**src/rtl/dma_controller.sv**
```systemverilog
// ============================================================================
// dma_controller : CPU-programmed DMA sequencer (SRC/DST/LEN, GO, status, IRQ)
// Revision 1.0
// ============================================================================
`default_nettype none

module dma_controller #(
   parameter int WORD_BYTES = 4
) (
   input  logic        iClk,
   input  logic        iReset_n,
   input  logic        iCS_chipselect,
   input  logic        iCS_read,
   input  logic        iCS_write,
   input  logic [2:0]  iCS_address,
   input  logic [31:0] iCS_writedata,
   output logic [31:0] oCS_readdata,
   input  logic        iWM_wordwritten,
   output logic        oStart,
   output logic [31:0] oRM_startaddress,
   output logic [31:0] oWM_startaddress,
   output logic [31:0] oLength,
   output logic        oIRQ
);

   localparam logic [31:0] LEN_MASK = ~(32'(WORD_BYTES) - 32'd1);

   typedef enum logic [1:0] {
      IDLE  = 2'd0,
      START = 2'd1,
      RUN   = 2'd2
   } state_t;

   state_t      state, next_state;
   logic [31:0] src, dst, len;
   logic        ie, done;
   logic [29:0] remain;
   logic        cs_wr, cs_rd, busy, go, start, complete;
   logic [31:0] rd_mux;

   assign cs_wr = iCS_chipselect & iCS_write;
   assign cs_rd = iCS_chipselect & iCS_read;
   assign busy  = (state != IDLE);
   assign go    = cs_wr && (iCS_address == 3'd3) && iCS_writedata[0] && !busy;

   always_ff @(posedge iClk) begin
      if (!iReset_n) state <= IDLE;
      else           state <= next_state;
   end

   // A transfer retiring its last word in START bypasses RUN entirely.
   always_comb begin
      next_state = state;
      start      = 1'b0;
      complete   = 1'b0;
      case (state)
         IDLE: begin
            if (go && (len != 32'd0)) next_state = START;
         end
         START: begin
            start = 1'b1;
            if (iWM_wordwritten && (remain == 30'd1)) begin
               complete   = 1'b1;
               next_state = IDLE;
            end else begin
               next_state = RUN;
            end
         end
         RUN: begin
            if (iWM_wordwritten && (remain == 30'd1)) begin
               complete   = 1'b1;
               next_state = IDLE;
            end
         end
         default: next_state = IDLE;
      endcase
   end

   always_comb begin
      rd_mux = 32'd0;
      case (iCS_address)
         3'd0:    rd_mux = src;
         3'd1:    rd_mux = dst;
         3'd2:    rd_mux = len;
         3'd3:    rd_mux = {30'd0, ie, 1'b0};
         3'd4:    rd_mux = {30'd0, done, busy};
         3'd5:    rd_mux = {2'd0, remain};
         default: rd_mux = 32'd0;
      endcase
   end

   always_ff @(posedge iClk) begin
      if (!iReset_n) begin
         src              <= 32'd0;
         dst              <= 32'd0;
         len              <= 32'd0;
         ie               <= 1'b0;
         done             <= 1'b0;
         remain           <= 30'd0;
         oRM_startaddress <= 32'd0;
         oWM_startaddress <= 32'd0;
         oLength          <= 32'd0;
         oCS_readdata     <= 32'd0;
      end else begin
         if (cs_wr && !busy) begin
            case (iCS_address)
               3'd0:    src <= iCS_writedata;
               3'd1:    dst <= iCS_writedata;
               3'd2:    len <= iCS_writedata & LEN_MASK;
               default: ;
            endcase
         end
         if (cs_wr && (iCS_address == 3'd3)) ie <= iCS_writedata[1];

         if (go) begin
            if (len == 32'd0) begin
               done <= 1'b1;
            end else begin
               done             <= 1'b0;
               oRM_startaddress <= src;
               oWM_startaddress <= dst;
               oLength          <= len;
               remain           <= len[31:2];
            end
         end else if (cs_wr && (iCS_address == 3'd4) && iCS_writedata[1]) begin
            done <= 1'b0;
         end

         if (busy && iWM_wordwritten && (remain != 30'd0)) remain <= remain - 30'd1;
         // Completion overrides a same-cycle DONE clear.
         if (complete) done <= 1'b1;

         if (cs_rd) oCS_readdata <= rd_mux;
      end
   end

   assign oStart = start;
   assign oIRQ   = done & ie;

endmodule

`default_nettype wire

```
**config.mk**
```make
export PLATFORM = sky130hd
export DESIGN_NAME = dma_controller
export DESIGN_NICKNAME = d
export VERILOG_FILES = /design/src/rtl/dma_controller.sv
export SDC_FILE = /design/constraint.sdc
export NUM_CORES = 1
export LEC_CHECK = 0
export BUFFER_PORTS_ARGS = -buffer_cell sky130_fd_sc_hd__buf_2
export CAP_MARGIN = 10
export CORE_MARGIN = 8
export CORE_UTILIZATION = 56
export CTS_CLUSTER_SIZE = 16
export DETAILED_ROUTE_END_ITERATION = 6
export MAX_ROUTING_LAYER = met4
export PLACE_DENSITY = 0.86
export SYNTH_ARGS = -nofsm -noshare
export SYNTH_HDL_FRONTEND = slang
export SYNTH_SLANG_ARGS = --single-unit
```
**constraint.sdc**
```tcl
create_clock -name iClk -period 2.5 [get_ports iClk]
set_input_delay 0.5 -clock iClk [delete_from_list [all_inputs] [get_ports iClk]]
set_output_delay 0.5 -clock iClk [all_outputs]
set_load 0.05 [all_outputs]
```
==> impl_results.md <==
* I/O Pins at about 170
* Unique masters post-synth at 65
* Static Leak at ~0.0047 uW
* Final wirelength at 33,100 microns
* Path type of the worst setup path: flip-flop to flip-flop
* Min-delay worst type: input port to flip-flop
* Final hold vios at 0
* Share of flip-flops with an asynchronous set or reset at 0%
* Layout area overhead at 21.1%
* Critical path fanouts, max at 32
* Total track usage at 28.6%
* Die ar. at 0.0229 sq mm
* Vias after detailed routing at 10,277
* Global-route wire length before repair at 51,200 microns
* Die Y at ~150 microns
* Core Rows at 49
* Fraction of power spent switching nets at between 20% and 30%
* Switching power at 1850 uW
* Fin. max-slew vios at 0
* Clk_skew at 10.7 ps
* Clock buffer count from CTS at 26
* Sequential cell area at around 0.0051 sq mm
* Yosys warns at 0
* Iteration-0 DRC Markers at between 900 and 1,000
* Primary FF master, synth: dfxtp_1
* Worst path required time at between 2000 and 3000 ps
* Max_slew headroom at 24.1%
* Share of layout cells above drive strength 1 at 19.5%
* Fin crit share at between 90% and 100%
* Total grt overflow at 0
* Min Tclk post-route at 2370 ps
* DR pass1 iterations at 5
* CTS tree: built
* Count of port buffers added during placement at between 150 and 200
* Vias/cell at approximately 6.1
* Worst vdd ir at 0.645 mV
* Outcome: completed
* Max cap viols at 0
* Filler Cell Count at 1,467
* Die X at 151 microns
* TNS Setup at 0 ps
* Wire per inst at just under 20 microns
* Antenna viol nets, final at 0
* Placer Congestion at a little over 0.9
* Register area share after synthesis at 49.7%
* Number of synthesized flops with an enable pin at 0
* P_int at between 6000 and 7000 uW
* Post-Syn Instances at about 1,300
* Avg Cell Area, Syn at slightly below 8 sq um
* Post-cts gate resize count at 0
* Layout net count at 1,489
* Worst slew pin tran at approximately 1100 ps
* Design area at 0.0124 sq mm
* CTS Sinks at roughly 250
* Clk pin slew, worst setup/hold paths at around 60 ps
* Instance area at placement at roughly 0.011 sq mm
* FMAX at about 420 MHz
* Vias in the first global route at around 9,800
* Detailed placement HPWL at ~23,000 microns
* DRC at 0
* Seq cells post-synth at roughly 250
* WP data arrival at 2760 ps
* Startpoint Class: flip-flop
* RSZ-0062 raised after global routing: no
* Netlist Area Pre-Place at around 0.010 sq mm
* Final setup vio count at 0
* Core Box Area at about 0.018 sq mm
* CTS root buf: clkbuf_16
* Multi-input logic area at approximately 0.0047 sq mm
* H-tree lvl count at 1
* Reg power frac at 46.9%
* CTS max path bufs at 3
* Crit end category: flip-flop
* Hold slack final at roughly 240 ps
* Initial antenna violation count at 1
* Worst skew pair latency at around 520 ps
* Combinational share of power at 3.7%
* Initial Utilization at a little under three fifths
* Largest net degree at the start of global routing at 70
* Cell Pwr Density at 703 mW/mm^2
* Clock network fraction of design power at between 40% and 50%
## cell usage in the layout, fill, tap and decap left out, types with 5 or more instances in the layout
master | netlist | layout
buf_12 | 0 | 6
nand2_1 | 399 | 399
o21ai_1 | 6 | 6
a31oi_1 | 19 | 19
nor3_1 | 9 | 7
nand3_1 | 13 | 13
nor4_1 | 10 | 10
o211ai_1 | 5 | 5
buf_2 | 26 | 168
dfxtp_1 | 254 | 254
nor2_1 | 57 | 57
a21oi_1 | 258 | 258
bufinv_16 | 0 | 6
inv_1 | 9 | 8
clkbuf_1 | 65 | 6
o21a_1 | 6 | 6
a22oi_1 | 60 | 60
o21ai_0 | 9 | 9
or3_1 | 5 | 5
clkbuf_16 | 0 | 27
buf_4 | 4 | 45
ha_1 | 5 | 5
## cell usage after synthesis (4+ instances only)
cell type / number / share of area, %
nand2_1: 399 / 15
a21oi_1: 258 / 13
dfxtp_1: 254 / 50
clkbuf_1: 65 / 2.4
a22oi_1: 60 / 4.4
nor2_1: 57 / 2.1
buf_2: 26 / 1.3
a31oi_1: 19 / 1.2
nand3_1: 13 / 0.64
nor4_1: 10 / 0.61
inv_1: 9 / 0.33
nor3_1: 9 / 0.44
o21ai_0: 9 / 0.44
o21a_1: 6 / 0.44
o21ai_1: 6 / 0.29
ha_1: 5 / 0.61
o211ai_1: 5 / 0.37
or3_1: 5 / 0.31
and2_1: 4 / 0.24
and3_1: 4 / 0.24
buf_4: 4 / 0.29
nand2b_1: 4 / 0.24
nand4_1: 4 / 0.24
## repair_timing
item / 4_1_cts / 5_1_grt
hold buffers: 0 / 0
endpoints found under the hold margin: 0 / 0
buffers inserted: 0 / 4
endpoints found under the setup margin: 0 / 9
## power groups by stage
stage | Sequential, uW | Combinational, uW | Clock (uW)
floorplan | 4170 | 172 | 0
global placement | 4180 | 305 | 0
detailed placement | 4180 | 308 | 0
CTS | 4090 | 311 | 4330
global route | 4090 | 337 | 4510
finish | 4090 | 319 | 4310
## layer usage
layer  vias up  GRT usage (%)  share of wire (%)
met4         0           16.2                5.1
met2       608           45.0                 47
met1      4807           34.5                 38
met3       114           4.39                9.5
li1       4748              -                  -
met5         -              -                  0
## flip-flops by register name, summed over array words and instances, names as in the netlist
register,flops
dst,32
oRM_startaddress,32
len,30
oCS_readdata,32
remain,30
oLength,30
done,1
ie,1
state,2
src,32
oWM_startaddress,32
## worst max-delay path: stages (launching register included)
cell,delay [ps]
dfxtp_1,330
inv_1,90
ha_1,310
and3_1,230
and3_1,330
o21a_2,260
buf_12,220
nor2_8,90
a221oi_1,270
nor2_1,70
## final cells by class
class / count / share of cell area [%]
Antenna cell: 1 / 0.0202
Clock buffer: 37 / 6.07
Clock inverter: 11 / 1.70
Inverter: 9 / 0.313
Multi-Input combinational cell: 933 / 38.1
Sequential cell: 254 / 41.0
Tap cell: 229 / 2.31
Timing Repair Buffer: 219 / 10.5
## worst paths after layout
path | start | to | slack, ps | cells past startpoint
setup / recovery | state[0] | remain[1] | 130 | 9
hold / removal | iCS_writedata[14] | src[14] | 240 | 3
setup reg to reg | state[0] | remain[1] | 130 | 9
hold reg to reg | oLength[14] | oLength[14] | 450 | 2
## metrics by stage
| stage | cells | power [uW] | utilization [%] | setup WS (ps) |
|---|---|---|---|---|
| 2_1_floorplan | 1294 | 4350 | - | 406 |
| 3_3_place_gp | 1640 | 4480 | 63.5 | 202 |
| 3_5_place_dp | 1640 | 4490 | 63.5 | 103 |
| 4_1_cts | 1688 | 8730 | 68.9 | 75.8 |
| 5_1_grt | 1693 | 8940 | 69.0 | 49.1 |
| 6_report | 1693 | 8720 | 69.0 | 134 |
## cells by family (layout without fill, tap and decap cells)
kind of cell,Yosys count,in the layout,share of synthesized area (%)
AOI/OAI and AO/OA,387,387,21.9
buffers and inverters,107,276,4.46
other,1,3,0.0366
and+or+nand+nor,532,532,22.5
xor gates and xnor gates,1,1,0.0855
muxes,6,6,0.733
DFF,254,254,49.7
adders and majority gates,5,5,0.611
(Power assumes the default switching activity.)
